`src/rtl/tester_common_pkg.sv`:
```
// Shared tester types: generator config, size modes, frame constants
// and the small LFSR / IPv4 checksum helpers used by the generators.
package tester_common;

    localparam int MIN_FRAME_BYTES = 64;
    localparam int MAX_FRAME_BYTES = 9018;
    localparam int SEQ_OFFSET      = 34;

    localparam logic [7:0] TEST_FRAME_TOS   = 8'h00;
    localparam logic [7:0] TEST_FRAME_PROTO = 8'hFD;
    localparam logic [7:0] TEST_FRAME_TTL   = 8'd64;

    typedef enum logic [1:0] {
        SIZE_FIXED,
        SIZE_SWEEP,
        SIZE_RANDOM
    } size_mode_t;

    typedef enum logic [1:0] {
        ST_IDLE,
        ST_SENDING,
        ST_GAP
    } gen_state_t;

    typedef struct packed {
        logic        enable;
        logic [47:0] src_mac;
        logic [47:0] dst_mac;
        logic [31:0] src_ip;
        logic [31:0] dst_ip;
        size_mode_t  size_mode;
        logic [13:0] size_min;
        logic [13:0] size_max;
        logic [13:0] size_step;
        logic [15:0] gap_cycles;
        logic [31:0] frame_limit;
    } gen_config_t;

    // XNOR feedback so the all-zero reset state is a legal member of the sequence
    function automatic logic [15:0] lfsr16(input logic [15:0] s);
        return {s[14:0], ~(s[15] ^ s[13] ^ s[12] ^ s[10])};
    endfunction

    function automatic logic [15:0] ip_header_checksum(input logic [159:0] h);
        logic [19:0] sum;
        sum = '0;
        for (int i = 0; i < 10; i++) begin
            sum = sum + 20'(h[i*16 +: 16]);
        end
        sum = 20'(sum[15:0]) + 20'(sum[19:16]);
        sum = 20'(sum[15:0]) + 20'(sum[19:16]);
        return ~sum[15:0];
    endfunction

endpackage

```
`src/rtl/frame_generator_multi_size.sv`:
```
// Frame size sequencer: holds the latched size config plus the
// sweep / random state and presents the size of the current frame.
module frame_size_sequencer
    import tester_common::*;
(
    input  logic        clk,
    input  logic        rst,
    input  size_mode_t  mode,
    input  logic [13:0] size_min,
    input  logic [13:0] size_max,
    input  logic [13:0] size_step,
    input  logic        load,
    input  logic        advance,
    output logic [13:0] size
);

    size_mode_t  mode_q, mode_src;
    logic [13:0] min_q, max_q, step_q;
    logic [13:0] min_src, max_src;
    logic [15:0] lfsr_q, lfsr_n;
    logic [14:0] rnd_sum, sweep_sum;
    logic [13:0] rnd_size, sweep_size, size_n;

    always_comb begin
        lfsr_n   = lfsr16(lfsr_q);
        mode_src = load ? mode : mode_q;
        min_src  = load ? size_min : min_q;
        max_src  = load ? size_max : max_q;

        rnd_sum  = {1'b0, min_src} + {1'b0, lfsr_n[13:0]};
        rnd_size = (rnd_sum > {1'b0, max_src}) ? max_src : rnd_sum[13:0];

        sweep_sum  = {1'b0, size} + {1'b0, step_q};
        sweep_size = (sweep_sum > {1'b0, max_q}) ? min_q : sweep_sum[13:0];

        case (mode_src)
            SIZE_SWEEP:  size_n = load ? min_src : sweep_size;
            SIZE_RANDOM: size_n = rnd_size;
            default:     size_n = min_src;
        endcase
    end

    always_ff @(posedge clk) begin
        if (rst) begin
            mode_q <= SIZE_FIXED;
            min_q  <= '0;
            max_q  <= '0;
            step_q <= '0;
            lfsr_q <= '0;
            size   <= '0;
        end else if (load) begin
            mode_q <= mode;
            min_q  <= size_min;
            max_q  <= size_max;
            step_q <= size_step;
            lfsr_q <= lfsr_n;
            size   <= size_n;
        end else if (advance) begin
            lfsr_q <= lfsr_n;
            size   <= size_n;
        end
    end

endmodule

```
`src/rtl/frame_generator_multi.sv`:
```
// IPv4-over-Ethernet test frame source on an AXI-Stream master with
// fixed/sweep/random sizing, inter-frame gap and frame-count limit.
module frame_generator_multi
    import tester_common::*;
#(
    parameter int DATA_WIDTH = 512,
    parameter int ID_WIDTH   = 3,
    parameter int SEQ_WIDTH  = 32,
    parameter int CNT_WIDTH  = 48
) (
    input  logic                    clk,
    input  logic                    rst,
    input  logic                    start,
    input  logic                    stop,
    input  gen_config_t             cfg,
    output logic                    ready,
    output logic                    busy,
    output logic                    done,
    output logic [CNT_WIDTH-1:0]    frames_sent,
    output logic [CNT_WIDTH-1:0]    bytes_sent,
    output logic [DATA_WIDTH-1:0]   axis_m_data,
    output logic [DATA_WIDTH/8-1:0] axis_m_keep,
    output logic                    axis_m_last,
    output logic                    axis_m_user,
    output logic [ID_WIDTH-1:0]     axis_m_id,
    output logic                    axis_m_valid,
    input  logic                    axis_m_ready
);

    localparam int BEAT_BYTES = DATA_WIDTH / 8;
    localparam int HDR_BYTES  = SEQ_OFFSET + SEQ_WIDTH / 8;
    localparam logic [13:0] BEAT_SZ = 14'(BEAT_BYTES);

    gen_state_t state, state_n;

    logic [47:0] src_mac_q, dst_mac_q;
    logic [31:0] src_ip_q, dst_ip_q, limit_q;
    logic [15:0] gap_q, gap_cnt;
    logic        stop_q;
    logic [13:0] sent, size, remain;
    logic [15:0] frame_lfsr, frame_lfsr_n, ip_id, content;
    logic [SEQ_WIDTH-1:0] seq_q;

    logic start_acc, beat_acc, last_acc, limit_hit, stop_now;
    logic next_frame, first_beat, beat_last;

    logic [15:0]             ip_len, csum;
    logic [159:0]            ip_hdr;
    logic [HDR_BYTES*8-1:0]  hdr;
    logic [7:0]              fill;
    logic [BEAT_BYTES-1:0]   beat_keep;
    logic [DATA_WIDTH-1:0]   beat_data;

    frame_size_sequencer u_size (
        .clk       (clk),
        .rst       (rst),
        .mode      (cfg.size_mode),
        .size_min  (cfg.size_min),
        .size_max  (cfg.size_max),
        .size_step (cfg.size_step),
        .load      (start_acc),
        .advance   (last_acc),
        .size      (size)
    );

    // valid/ready/busy drop combinationally with rst so a frame is cut at once
    assign axis_m_valid = (state == ST_SENDING) && !rst;
    assign ready        = (state == ST_IDLE) && !rst;
    assign busy         = (state != ST_IDLE) && !rst;
    assign axis_m_data  = axis_m_valid ? beat_data : '0;
    assign axis_m_keep  = axis_m_valid ? beat_keep : '0;
    assign axis_m_last  = axis_m_valid && beat_last;
    assign axis_m_user  = 1'b0;
    assign axis_m_id    = '0;

    always_comb begin
        remain       = size - sent;
        beat_last    = (remain <= BEAT_SZ);
        first_beat   = (sent == '0);
        beat_acc     = axis_m_valid && axis_m_ready;
        last_acc     = beat_acc && beat_last;
        start_acc    = (state == ST_IDLE) && start && cfg.enable;
        limit_hit    = (limit_q != '0) &&
                       ((frames_sent + CNT_WIDTH'(1)) == CNT_WIDTH'(limit_q));
        stop_now     = stop_q || stop;
        frame_lfsr_n = lfsr16(frame_lfsr);

        state_n = state;
        case (state)
            ST_IDLE: begin
                if (start_acc) state_n = ST_SENDING;
            end
            ST_SENDING: begin
                if (last_acc) begin
                    if (stop_now || limit_hit) state_n = ST_IDLE;
                    else if (gap_q != '0)      state_n = ST_GAP;
                end
            end
            ST_GAP: begin
                if (gap_cnt == 16'd1) state_n = stop_now ? ST_IDLE : ST_SENDING;
            end
            default: state_n = ST_IDLE;
        endcase

        next_frame = (state_n == ST_SENDING) &&
                     ((state != ST_SENDING) || last_acc);
    end

    always_comb begin
        ip_len = {2'b00, size} - 16'd14;
        csum   = ip_header_checksum({8'h45, TEST_FRAME_TOS, ip_len, ip_id,
                                     16'h0000, TEST_FRAME_TTL,
                                     TEST_FRAME_PROTO, 16'h0000,
                                     src_ip_q, dst_ip_q});
        ip_hdr = {8'h45, TEST_FRAME_TOS, ip_len, ip_id, 16'h0000,
                  TEST_FRAME_TTL, TEST_FRAME_PROTO, csum,
                  src_ip_q, dst_ip_q};
        hdr    = {dst_mac_q, src_mac_q, 16'h0800, ip_hdr, seq_q};

        fill      = '0;
        beat_data = '0;
        beat_keep = '0;
        // byte 0 sits in the low lane; header only overlays the first beat
        for (int i = 0; i < BEAT_BYTES; i++) begin
            fill = i[0] ? content[7:0] : content[15:8];
            if (first_beat && i < HDR_BYTES) begin
                fill = hdr[(HDR_BYTES-1-i)*8 +: 8];
            end
            beat_data[i*8 +: 8] = fill;
            beat_keep[i]        = (14'(i) < remain);
        end
    end

    always_ff @(posedge clk) begin
        if (rst) begin
            state       <= ST_IDLE;
            done        <= 1'b0;
            stop_q      <= 1'b0;
            src_mac_q   <= '0;
            dst_mac_q   <= '0;
            src_ip_q    <= '0;
            dst_ip_q    <= '0;
            limit_q     <= '0;
            gap_q       <= '0;
            gap_cnt     <= '0;
            sent        <= '0;
            seq_q       <= '0;
            frames_sent <= '0;
            bytes_sent  <= '0;
            frame_lfsr  <= '0;
            ip_id       <= '0;
            content     <= '0;
        end else begin
            state  <= state_n;
            done   <= (state != ST_IDLE) && (state_n == ST_IDLE);
            stop_q <= (state != ST_IDLE) && stop_now;

            if (start_acc) begin
                src_mac_q   <= cfg.src_mac;
                dst_mac_q   <= cfg.dst_mac;
                src_ip_q    <= cfg.src_ip;
                dst_ip_q    <= cfg.dst_ip;
                limit_q     <= cfg.frame_limit;
                gap_q       <= cfg.gap_cycles;
                sent        <= '0;
                seq_q       <= '0;
                frames_sent <= '0;
                bytes_sent  <= '0;
            end

            if (beat_acc) begin
                content <= lfsr16(content);
                if (beat_last) begin
                    sent        <= '0;
                    seq_q       <= seq_q + SEQ_WIDTH'(1);
                    frames_sent <= frames_sent + CNT_WIDTH'(1);
                    bytes_sent  <= bytes_sent + CNT_WIDTH'(size);
                end else begin
                    sent <= sent + BEAT_SZ;
                end
            end

            if (last_acc && state_n == ST_GAP) gap_cnt <= gap_q;
            else if (state == ST_GAP)          gap_cnt <= gap_cnt - 16'd1;

            if (next_frame) begin
                frame_lfsr <= frame_lfsr_n;
                ip_id      <= frame_lfsr_n;
                content    <= frame_lfsr_n;
            end
        end
    end

endmodule
```
`config.mk`:
```
export PLATFORM = sky130hd
export DESIGN_NAME = frame_generator_multi
export DESIGN_NICKNAME = d
export VERILOG_FILES = /design/src/rtl/tester_common_pkg.sv /design/src/rtl/frame_generator_multi_size.sv /design/src/rtl/frame_generator_multi.sv
export SDC_FILE = /design/constraint.sdc
export NUM_CORES = 2
export LEC_CHECK = 0
export CAP_MARGIN = 20
export CORE_AREA = 2 2 364 366
export CTS_BUF_LIST = sky130_fd_sc_hd__clkbuf_4 sky130_fd_sc_hd__clkbuf_8
export CTS_CLUSTER_SIZE = 28
export DETAILED_ROUTE_END_ITERATION = 8
export DIE_AREA = 0 0 366 368
export GPL_TIMING_DRIVEN = 0
export PLACE_DENSITY = 0.44
export SYNTH_ARGS = -nofsm -noshare
export SYNTH_HDL_FRONTEND = slang
export SYNTH_SLANG_ARGS = --single-unit
```
`constraint.sdc`:
```
create_clock -name clk -period 29.3 [get_ports clk]
set_input_delay 4.395 -clock clk [delete_from_list [all_inputs] [get_ports clk]]
set_output_delay 4.395 -clock clk [all_outputs]
set_load 0.05 [all_outputs]
```
Word-level counts from Yosys, hierarchy flattened
Cells that the tools add are included.

storage, ports and cells
  register bits after elaboration = 476
  output and inout port bits = 681

cells by class
  add/sub/neg operators = 18
  magnitude comparators = 67
  equality and inequality tests = 9
  multiplexer cells = 72
  bitwise operators = 13
  reductions and logical operators = 27

operators with widths
  operator                                                               number
  512-bit 2-to-1 mux                                                     1
  6-bit by 14-bit < comparator with 1-bit output (first input constant)  32
  48-bit 2-to-1 mux                                                      6
  8-bit 2-to-1 mux                                                       36
  5-bit by 14-bit < comparator with 1-bit output (first input constant)  16
  14-bit 2-to-1 mux                                                      10
  4-bit by 14-bit < comparator with 1-bit output (first input constant)  8
  16-bit 2-to-1 mux                                                      6
  32-bit 2-to-1 mux                                                      3
  64-bit 2-to-1 mux                                                      1
  3-bit by 14-bit < comparator with 1-bit output (first input constant)  4
  48-bit by 1-bit adder with 48-bit output (second input constant)       1
  48-bit by 14-bit adder with 48-bit output                              1
  48-bit by 32-bit == test with 1-bit output                             1
  20-bit by 16-bit adder with 20-bit output                              2
  32-bit by 1-bit adder with 32-bit output (second input constant)       1
  32-bit nonzero test                                                    1
  14-bit by 14-bit adder with 15-bit output                              2
  15-bit by 14-bit greater-than comparator with 1-bit output             2
  1-bit by 14-bit < comparator with 1-bit output (first input constant)  2
  2-bit by 14-bit < comparator with 1-bit output (first input constant)  2
  14-bit one-hot mux with 2 select lines                                 1
  19-bit by 15-bit adder with 20-bit output (second input constant)      1
  20-bit by 15-bit adder with 20-bit output (second input constant)      1
  other kinds (27)                                                       65

Logic depth before layout (Yosys ltp)
  depth in word-level cells = 12
  depth in mapped cells = 40
  mapped depth without buffers = 39

Hierarchy
A second synthesis with hierarchy kept.

second synthesis, totals
  cell total of the unflattened synthesis = 4458
  area, all modules = 33190.6 µm²

by module, submodules not included
  module                 instances  cells an instance  area each (µm²)
  frame_generator_multi  1          3831               27832.9
  frame_size_sequencer   1          627                5357.6

Least setup slack after synthesis
Ideal clock, no wire load.

  path type = reg-to-output
  from = register u_size.size[5]
  to = output port axis_m_data[198]
  arrival time = 8.872 ns
  required time = 24.905 ns
  slack = 16.033 ns
  stages on the path, launching flop included = 41
  cell sequence = dfxtp_1 -> or2_2 -> nor3_1 -> and2_1 -> xnor2_1 -> fa_1 -> inv_1 -> fa_1 -> inv_1 -> fa_1 -> fa_1 -> inv_1 -> ha_1 -> clkbuf_1 -> o21a_1 -> o21ai_0 -> a41oi_1 -> o21a_1 -> [... 5 more ...] -> ha_1 -> fa_1 -> a21oi_1 -> nor3_1 -> nand4_1 -> nor2_1 -> nand3_1 -> nor3_1 -> ha_1 -> nand2_1 -> or2_2 -> nor3_1 -> nand3_1 -> a211oi_1 -> o211ai_1 -> nor2_1 -> a211oi_1 -> nor3b_1

on the way
  cells in the longest elaborated chain, start to end = 8

ends and longest elaborated chain
  element                                        line                              source
  start: declaration                             frame_generator_multi_size.sv:14  output logic [13:0] size
  start signal: assignment                       frame_generator_multi_size.sv:57  size <= size_n;
  start signal: assignment                       frame_generator_multi_size.sv:60  size <= size_n;
  14-bit by 4-bit subtractor with 15-bit output  frame_generator_multi.sv:110      ip_len = {2'b00, size} - 16'd14;
  20-bit by 16-bit adder with 20-bit output      tester_common_pkg.sv:48           sum = sum + 20'(h[i*16 +: 16]);
  20-bit by 15-bit adder with 20-bit output      tester_common_pkg.sv:48
  16-bit by 4-bit adder with 17-bit output       tester_common_pkg.sv:50           sum = 20'(sum[15:0]) + 20'(sum[19:16]);
  16-bit by 1-bit adder with 16-bit output       tester_common_pkg.sv:51           sum = 20'(sum[15:0]) + 20'(sum[19:16]);
  16-bit NOT                                     tester_common_pkg.sv:52           return ~sum[15:0];
  8-bit 2-to-1 mux                               frame_generator_multi.sv:126      if (first_beat && i < HDR_BYTES) begin
  512-bit 2-to-1 mux                             frame_generator_multi.sv:70       assign axis_m_data = axis_m_valid ? beat_data : '0;
  end: declaration                               frame_generator_multi.sv:21       output logic [DATA_WIDTH-1:0] axis_m_data,

Every way passes these cells.

Worst setup path in the final report
  from = register u_size.size[5]
  to = output port axis_m_data[196]

Same word-level chain as after synthesis.

==> flow_summary_export.csv <==
group,metric,value,unit
grt,grt_pass1_vias,34900,
power,power.internal,1.46,mW
floorplanning,start_util,0.249,
clocking,clock-sinks,470,
yosys,synth-seq-area-share,0.289,
timing,finClkSkew,51.0,ps
timing,setup_violations,0,
timing,fmaxAchievable,0.0620,GHz
grt,antenna_found_initial,23,
clocking,clk_latency,820,ps
floorplanning,io_pins,939,
grt,grt_pass1_wl,278,mm
power,power.share.clock,0.315,
floorplanning,die_w,366,µm
routing,wl_per_cell,27.8,µm
floorplanning,core,131000,µm²
placement,portBuffers,933,
placement,gp_congestion,0.953,
power,p_sw_frac,0.417,
power,leakagePower,17.9,nW
power,powerDensity,53.6,nW/µm²
clocking,cts.path.max_buffers,3,
clocking,post-cts-setup-buffers,0,
floorplanning,die_h,368,µm
clocking,ctsHoldBuffers,0,
timing,finalSetupTns,0,ps
routing,drtPass1Iterations,6,
routing,ant_nets,0,
timing,worst_pin_slew,1210,ps
yosys,synth.avg_cell_area,7.37,µm²
clocking,cts.repair.resized,0,
timing,fin_crit_sh,0.551,
yosys,syn_area,32600,µm²
grt,grt_max_degree,15,
yosys,syn_inst,4423,
power,irDropWorstVdd,0.0000406,V
floorplanning,rows,133,
routing,post-route-drc-count,0,
timing,min_period,16140,ps
clocking,cts-root-buf,"clkbuf_8",
timing,grt_setup_unrepaired,"no",
grt,grt-ovfl-total,0,
timing,hold_slack,456,ps
clocking,cts_tree,"built",
yosys,synth-edff-count,0,
worst_setup_path,arrival,11740,ps
routing,vias,37200,
layout,drive_gt1_frac,0.101,
grt,track_usage,0.289,
yosys,synthTopCellsByArea,"dfxtp_1, nand2_1, a21oi_1",
placement,place_hpwl,168,mm
layout,final_common_cell,"clkdlybuf4s50_1",
yosys,yosysUniqueCellTypes,96,
yosys,ys_seq_elements,470,
floorplanning,die-area,135000,µm²
layout,fin_util,0.356,
yosys,ys.flop_type,"dfxtp_1",
timing,hold_viol,0,
yosys,yosysWarnings,0,
clocking,cts-htree-levels,3,
worst_setup_path,cp_max_fo,9,
power,finalPower,2.50,mW
layout,mostFrequentLayoutCells,"clkdlybuf4s50_1, nand2_1, a21oi_1",
run_status,status,"finished, final reports clean",
yosys,yosysTopAreaCell,"dfxtp_1",
power,p_comb_frac,0.411,
hold_path,hold_class,"reg2reg",
clocking,cts_made_buffers,97,
worst_setup_path,path_class,"reg2out",
worst_setup_path,max_stage_delay,950,ps
worst_setup_path,cp-end-kind,"primary output",
worst_setup_path,cp_slowest_cell,"clkdlybuf4s50_1",
routing,drt_iter0_drc,3006,
run,maxCapViolCount,0,
timing,drv_slew,0,
worst_setup_path,startpoint_type,"flop",
worst_setup_path,crit_top_cell,"fa_1",
layout,nets,5929,
worst_setup_path,critPathRequiredTime,24900,ps
yosys,yosysTopAreaCellShare,0.289,
routing,drt_wl_total,203,mm
power,seq_power_share,0.274,
routing,vias_per_cell,5.08,
timing,maxSlewHeadroom,0.192,
yosys,async_flop_share,0,
power,p_sw,1.04,mW
layout,area_growth,42.9,%
clocking,path_clk_slew,60,ps
worst max-delay path: cells and delay by family (launching register included):
family                   cells  cell delay, ps
buffers and inverters        5            1420
flip-flops                   1             470
XOR/XNOR                     2             520
AO/OA/AOI/OAI               11            2110
adder cells (fa/ha/maj)      8            3040
AND/OR/NAND/NOR             15            3350
registers in the layout, summed over array words and instances, names as in the netlist, 2 cells and up:
signal and cells:
seq_q 32, content 16, u_size.size 14, u_size.lfsr_q 16
limit_q 32, dst_ip_q 32, sent 8, gap_cnt 16
u_size.max_q 14, ip_id 16, src_ip_q 32, gap_q 16
u_size.step_q 14, frames_sent 48, u_size.mode_q 2, state 2
bytes_sent 48, src_mac_q 48, u_size.min_q 14, dst_mac_q 48
power groups by stage:
| stage | clock network, mW | logic, mW | registers [mW] |
|---|---|---|---|
| floorplan | 0 | 0.661 | 0.685 |
| global placement | 0 | 0.995 | 0.697 |
| detailed placement | 0 | 1.00 | 0.697 |
| CTS | 0.804 | 1.01 | 0.684 |
| global route | 0.832 | 1.10 | 0.685 |
| finish | 0.787 | 1.03 | 0.685 |
synthesized netlist by cell type, drive strengths merged, types with 17 or more instances:
master / number
dfxtp: 470
nor4: 45
nand3: 99
nand4: 47
a31oi: 65
nor2b: 18
mux2i: 73
or2: 18
or3: 22
clkbuf: 232
fa: 66
a21oi: 533
and4: 17
a211oi: 50
nand2: 729
inv: 235
and2: 39
a21o: 43
nor2: 426
nor3: 85
and3: 59
o21a: 34
xor2: 52
o21ai: 184
ha: 129
xnor2: 95
buf: 287
o22ai: 36
o31ai: 23
area by class of cell:
cell class / instances / area (µm²)
inverters: 235 / 882
multi-input cells: 3203 / 19400
clock buffers: 160 / 1970
plain buffers: 519 / 2950
clock inverters: 21 / 184
fillers: 14200 / 84200
well taps: 1755 / 2200
diodes: 17 / 42.5
repair buffers: 950 / 9580
flip-flops and latches: 470 / 9410
kinds of logic after synthesis:
family	share of synthesized area
other	0.000230
flip-flops	0.289
AND/OR/NAND/NOR	0.235
adder cells (fa/ha/maj)	0.0900
buffers and inverters	0.117
multiplexers	0.0252
XOR/XNOR	0.0404
AO/OA/AOI/OAI	0.203
layer usage:
layer  part of all wire  routed length, µm  track usage
met1               0.42              86000        0.370
met2               0.47              96300        0.483
met3              0.070              14200       0.0539
met4              0.034               6960        0.103
met5           0.000034                  7            0
worst paths after layout:
check	start	to	slack (ps)	cells after the start
max	u_size.size[5]	axis_m_data[196]	13160	41
min reg2reg	src_mac_q[27]	src_mac_q[27]	460	2
max reg2reg	state[0]	u_size.size[0]	20890	24
min	src_mac_q[27]	src_mac_q[27]	460	2
through the flow:
step           cells  setup WS, ps  area (µm²)
2_1_floorplan   4427         16030       32600
3_3_place_gp    7115         14180       44200
3_5_place_dp    7129         14070       44400
4_1_cts         7310         13170       46500
5_1_grt         7326         12360       46600
6_report        7330         13160       46600
Note: power is estimated with default switching activity, not from simulation.
